===== src/rtl/adder_stim_pkg.sv =====
// Package for the adder stimulus generator.
// Holds widths, LFSR constants, the FSM state type and the LFSR step function
// shared by the generator top level and the LFSR sub-module.
package adder_stim_pkg;

    localparam int unsigned DATA_W = 8;
    localparam int unsigned LFSR_W = 16;

    localparam logic [LFSR_W-1:0] LFSR_TAPS    = 16'hB400;
    localparam logic [LFSR_W-1:0] DEFAULT_SEED = 16'hACE1;

    typedef enum logic [1:0] {
        IDLE = 2'd0,
        RUN  = 2'd1,
        DONE = 2'd2
    } state_t;

    // One step of the right-shifting Galois LFSR.
    function automatic logic [LFSR_W-1:0] lfsr_step(input logic [LFSR_W-1:0] v);
        return (v >> 1) ^ (v[0] ? LFSR_TAPS : '0);
    endfunction

endpackage


===== src/rtl/lfsr_galois16.sv =====
// 16-bit right-shifting Galois LFSR.
// Ports:
//   clk      - clock, rising edge
//   rst_n    - asynchronous active-low reset, value returns to RESET_VAL
//   load     - load load_val (wins over advance)
//   load_val - value to load
//   advance  - step the LFSR once
//   value    - current LFSR state
module lfsr_galois16
    import adder_stim_pkg::*;
#(
    parameter logic [LFSR_W-1:0] RESET_VAL = DEFAULT_SEED
) (
    input  logic              clk,
    input  logic              rst_n,
    input  logic              load,
    input  logic [LFSR_W-1:0] load_val,
    input  logic              advance,
    output logic [LFSR_W-1:0] value
);

    logic [LFSR_W-1:0] r_value;

    always_ff @(posedge clk or negedge rst_n) begin
        if (!rst_n) begin
            r_value <= RESET_VAL;
        end else if (load) begin
            r_value <= load_val;
        end else if (advance) begin
            r_value <= lfsr_step(r_value);
        end
    end

    assign value = r_value;

endmodule


===== src/rtl/adder_stim_gen.sv =====
// Stimulus generator for the 8-bit adder: emits LFSR-derived operand pairs
// with their expected modulo-256 sum over a valid/ready handshake.
// Ports:
//   clk, rst_n         - clock and asynchronous active-low reset
//   start              - begins a run from IDLE or DONE (ignored in RUN)
//   abort              - returns to IDLE on the next edge, highest priority
//   out_valid/out_ready- handshake for the triple
//   out_a, out_b       - operands
//   out_exp_sum        - (out_a + out_b) mod 256
//   txn_count          - accepted transactions in the current run
//   busy, done         - high in RUN / DONE
module adder_stim_gen
    import adder_stim_pkg::*;
#(
    parameter int unsigned       NUM_TXN = 16,
    parameter logic [LFSR_W-1:0] SEED    = 16'hACE1
) (
    input  logic              clk,
    input  logic              rst_n,
    input  logic              start,
    input  logic              abort,
    output logic              out_valid,
    input  logic              out_ready,
    output logic [DATA_W-1:0] out_a,
    output logic [DATA_W-1:0] out_b,
    output logic [DATA_W-1:0] out_exp_sum,
    output logic [15:0]       txn_count,
    output logic              busy,
    output logic              done
);

    // A zero seed would lock the LFSR at zero.
    localparam logic [LFSR_W-1:0] EFF_SEED = (SEED == '0) ? DEFAULT_SEED : SEED;
    localparam logic [15:0]       LAST_CNT = 16'(NUM_TXN);

    state_t r_state;
    state_t w_state_d;

    logic              r_valid;
    logic              r_busy;
    logic              r_done;
    logic [15:0]       r_count;
    logic [DATA_W-1:0] r_a;
    logic [DATA_W-1:0] r_b;
    logic [DATA_W-1:0] r_sum;

    logic              w_hs;
    logic              w_last;
    logic              w_load;
    logic              w_advance;
    logic              w_upd;
    logic [15:0]       w_count_d;
    logic [15:0]       w_count_inc;
    logic [LFSR_W-1:0] w_lfsr_value;
    logic [LFSR_W-1:0] w_lfsr_next;
    logic [DATA_W-1:0] w_a_d;
    logic [DATA_W-1:0] w_b_d;
    logic [DATA_W-1:0] w_sum_d;

    lfsr_galois16 #(
        .RESET_VAL (EFF_SEED)
    ) u_lfsr (
        .clk      (clk),
        .rst_n    (rst_n),
        .load     (w_load),
        .load_val (EFF_SEED),
        .advance  (w_advance),
        .value    (w_lfsr_value)
    );

    assign w_hs        = (r_state == RUN) && r_valid && out_ready;
    assign w_count_inc = r_count + 16'd1;
    assign w_last      = (w_count_inc == LAST_CNT);

    // State register
    always_ff @(posedge clk or negedge rst_n) begin
        if (!rst_n) begin
            r_state <= IDLE;
        end else begin
            r_state <= w_state_d;
        end
    end

    // Next-state logic
    always_comb begin
        w_state_d = r_state;
        if (abort) begin
            w_state_d = IDLE;
        end else begin
            unique case (r_state)
                IDLE:    if (start) w_state_d = RUN;
                RUN:     if (w_hs && w_last) w_state_d = DONE;
                DONE:    if (start) w_state_d = RUN;
                default: w_state_d = IDLE;
            endcase
        end
    end

    // Datapath controls; abort suppresses both a start and a handshake.
    always_comb begin
        w_load    = 1'b0;
        w_advance = 1'b0;
        w_count_d = r_count;
        if (!abort) begin
            if (start && (r_state != RUN)) begin
                w_load    = 1'b1;
                w_count_d = '0;
            end else if (w_hs) begin
                w_count_d = w_count_inc;
                w_advance = !w_last;
            end
        end
    end

    // The output triple must track the value the LFSR takes on this edge.
    assign w_lfsr_next = w_load ? EFF_SEED : lfsr_step(w_lfsr_value);
    assign w_upd       = w_load || w_advance;
    assign w_a_d       = w_lfsr_next[DATA_W-1:0];
    assign w_b_d       = w_lfsr_next[LFSR_W-1:DATA_W];
    assign w_sum_d     = w_a_d + w_b_d;  // carry dropped to match the DUT

    always_ff @(posedge clk or negedge rst_n) begin
        if (!rst_n) begin
            r_valid <= 1'b0;
            r_busy  <= 1'b0;
            r_done  <= 1'b0;
            r_count <= '0;
            r_a     <= '0;
            r_b     <= '0;
            r_sum   <= '0;
        end else begin
            r_valid <= (w_state_d == RUN);
            r_busy  <= (w_state_d == RUN);
            r_done  <= (w_state_d == DONE);
            r_count <= w_count_d;
            if (w_upd) begin
                r_a   <= w_a_d;
                r_b   <= w_b_d;
                r_sum <= w_sum_d;
            end
        end
    end

    assign out_valid   = r_valid;
    assign busy        = r_busy;
    assign done        = r_done;
    assign txn_count   = r_count;
    assign out_a       = r_a;
    assign out_b       = r_b;
    assign out_exp_sum = r_sum;

endmodule


===== config.mk =====
export PLATFORM = sky130hd
export DESIGN_NAME = adder_stim_gen
export DESIGN_NICKNAME = d
export VERILOG_FILES = /design/src/rtl/adder_stim_pkg.sv /design/src/rtl/lfsr_galois16.sv /design/src/rtl/adder_stim_gen.sv
export SDC_FILE = /design/constraint.sdc
export NUM_CORES = 1
export LEC_CHECK = 0
export BUFFER_PORTS_ARGS = -buffer_cell sky130_fd_sc_hd__buf_2
export CORE_UTILIZATION = 45
export DETAILED_ROUTE_END_ITERATION = 7
export PLACE_DENSITY = 0.67
export SYNTH_ARGS = -nofsm -noshare
export SYNTH_HDL_FRONTEND = slang
export SYNTH_SLANG_ARGS = --single-unit

===== constraint.sdc =====
create_clock -name clk -period 5.5 [get_ports clk]
set_clock_uncertainty 0.05 [all_clocks]
set_input_delay 0 -clock clk [delete_from_list [all_inputs] [get_ports clk]]
set_output_delay 0 -clock clk [all_outputs]
set_load 0.02 [all_outputs]

==> flow_summary.toml <==
[logic_synthesis]
yosysWarnings = 0
ys_types = 45
synth_area_leaders = "dfrtp_1, dfstp_2, nand2_1"
syn_avg_cell_area_um2 = 9.13
synthMuxAreaShare_pct = 1.97
synth_fa_ha_area_share_pct = 4.20
yosys_register_bits = 52
synth_edf_count = 0
synth-compound-area-share_pct = 15.0
synth-xor-area-share_pct = 4.60
synth_fp_nets = 327
synth_top_family_by_area = "simple AND/OR/NAND/NOR gates"
ys_seq_area_share_pct = 45.9
synthSimpleGateAreaFrac_pct = 22.9
synth_flop_cell = "dfrtp_1"
yosys.area.top_type_share_pct = 38.5
synthCells = 313
syn_area_um2 = 2860
async_flop_share_pct = 100
synth_area_leader_cell = "dfrtp_1"

[timing]
finalCritPeriodShare_pct = 64.1
setup_tns_ns = 0
holdWs_ns = 0.0197
min_period_ns = 3.53
setup_viol = 0
rsz0062_at_grt = "false"
setup_ws_ns = 1.97
tightestPinTransition_ns = 0.930
relSlewSlack_pct = 37.7
hold_viol_final = 0
fmax_mhz = 284
drv_slew = 0

[worst_setup_path]
cp_slowest_cell = "o31ai_4"
critPathBufInv = 0
cp_max_fo = 23
start_kind = "flip-flop"
required_ns = 5.65
critPathKind = "reg2reg"
cp_cell_sequence = "ha_1 > nand3_1 > nor3_1 > xnor2_1 > nand4b_1 > o31ai_4 > nand2_1 > mux2_2"
worstSetupEndpointType = "flip-flop"
crit_arrival_ns = 3.68
cpPeakStageDelay_ns = 0.78
cpLargestDelayFamily = "simple AND/OR/NAND/NOR gates"

[floorplan]
initial_core_util_pct = 47.4
die_h_um = 81.7
io_pins = 48
dieArea_um2 = 6680
core_um2 = 6030
rows = 28
die_w_um = 81.7

[detailed_routing]
route.detailed.drc = 0
first_pass_iters = 4
vias_per_cell = 5.51
drt_iter0_drc = 122
antenna_left = 0
via_count = 2341
drt-total-wl_um = 6270
wl_per_cell_um = 14.8

[finish]
finalInstanceArea_um2 = 3220
syn2layout_area_growth_pct = 12.6
nNetsFinal = 363
fillers = 555
drive_gt1_share_pct = 22.6
antenna_cells = 0
finalCoreUtilization_pct = 53.4
final_cell_count_no_fill = 425

[power]
finalPower_mw = 0.940
internal_power_mw = 0.650
clkPwrFrac_pct = 28.4
seqPwrFrac_pct = 48.5
vdd_ir_drop_max_mv = 0.140
comb_power_share_pct = 23.1
power.leakage_nw = 1.52
cellPowerDensity_nw_per_um2 = 292
p_sw_share_pct = 30.8
p_sw_mw = 0.289

[clock_tree]
clk_path_buf_depth = 2
clock_latency_ns = 0.31
path_clk_slew_ns = 0.10
cts_max_level = 2
cts_made_buffers = 5
cts_resized = 0
cts_tree = "built"
clock_sinks = 52
clock-root-buffer = "clkbuf_8"

[placed_design]
post_dp_cell_area_um2 = 3080
pre_cts_slack_ns = 1.95
routabilityCongestion = 0.813
dp_hpwl_um = 4320
dpl.cell_count = 414
port_buffers = 47

[global_route]
track_usage_pct = 20.2
grt_pass1_wl_um = 10300
grt-ovfl-total = 0
antenna_found_initial = 0
grt_pass1_vias = 2185
grt_max_degree = 53

[min_path]
min_path_type = "in2reg"

[run]
max_cap_violations = 0

[status]
status = "finished clean"
[final cells by class]
type | count | area, um2 | share of cell area (%)
multi-input combinational | 230 | 1390 | 43.3
sequential | 52 | 1310 | 40.7
timing repair buffer | 52 | 280 | 8.71
tap | 75 | 93.8 | 2.91
clock buffer | 5 | 68.8 | 2.14
clock inverter | 3 | 42.5 | 1.32
inverter | 8 | 30.0 | 0.933
[worst paths after layout]
check / cells after the start / slack [ns] / start / end
worst max-delay path: 8 / 1.97 / txn_count[0]$_DFFE_PN0P_ / out_exp_sum[3]$_DFFE_PN0P_
min in group asynchronous: 3 / 0.27 / rst_n / out_exp_sum[2]$_DFFE_PN0P_
max in group asynchronous: 3 / 4.68 / rst_n / txn_count[1]$_DFFE_PN0P_
worst min-delay path: 4 / 0.02 / out_ready / busy$_DFF_PN0_
worst max register to register: 8 / 1.97 / txn_count[0]$_DFFE_PN0P_ / out_exp_sum[3]$_DFFE_PN0P_
worst min register to register: 2 / 0.44 / u_lfsr.value[5]$_DFFE_PN1P_ / u_lfsr.value[5]$_DFFE_PN1P_
[repair_timing]
action | 4_1_cts | 5_1_grt
buffers inserted | 0 | 0
endpoints found under the setup margin | 0 | 0
hold buffers | 3 | 0
endpoints found under the hold margin | 47 | 0
[synthesized netlist by cell type (2+ instances only)]
library cell / n
a21o_1: 7
a21oi_1: 8
a31oi_1: 3
and2_1: 3
buf_2: 4
buf_4: 9
clkbuf_1: 9
dfrtp_1: 44
dfstp_2: 8
ha_1: 8
inv_1: 8
mux2_2: 5
nand2_1: 52
nand2b_1: 8
nand3_1: 17
nand3_2: 2
nand4_1: 5
nor2_1: 19
nor2b_1: 2
nor3_1: 7
nor4_1: 3
nor4_2: 2
o211ai_1: 2
o21a_1: 4
o21ai_0: 34
o31ai_1: 3
o41ai_1: 3
or2_2: 3
or4_1: 2
xnor2_1: 12
xor2_1: 3
[routing by layer]
layer	GRT usage (%)	up-vias	wire, um
li1	-	1154	-
met3	3.89	7	222
met1	26.8	1121	2970
met2	33.0	59	3030
met4	6.49	0	49
met5	0	-	0
[power groups by stage]
stage	clock, mW	sequential [mW]	combinational (mW)
floorplan	0	0.498	0.117
global placement	0	0.462	0.213
detailed placement	0	0.464	0.219
CTS	0.273	0.456	0.221
global route	0.287	0.462	0.245
finish	0.267	0.456	0.217
[kinds of logic (layout without fill, tap and decap cells)]
logic type      after synthesis  count (layout)
simple gates                132             132
fa+ha+maj                     9               9
mux                           5               5
buf+inv                      31              68
xor+xnor                     15              15
compound gates               69              69
flops                        52              52
[worst min-delay path: cells and delay by family]
family	cells	cell delay, ns
AOI/OAI and AO/OA	2	0.18
buffers and inverters	1	0.11
and+or+nand+nor	1	0.06
[layout by cell type (no fill, tap or decap), types with 8 or more instances in the layout]
| cell type | instances |
|---|---|
| dfrtp_1 | 44 |
| dfstp_2 | 8 |
| buf_2 | 47 |
| xnor2_1 | 12 |
| nand2_1 | 52 |
| a21oi_1 | 8 |
| nand3_1 | 17 |
| nor2_1 | 19 |
| ha_1 | 8 |
| inv_1 | 8 |
| o21ai_0 | 34 |
| nand2b_1 | 8 |
[flip-flops by register name, indices dropped and copies added (netlist names)]
signal,cells
busy,1
done,1
out_a,4
out_b,4
out_exp_sum,8
r_state,2
txn_count,16
u_lfsr.value,16
Power figures use the tool's default switching activity.
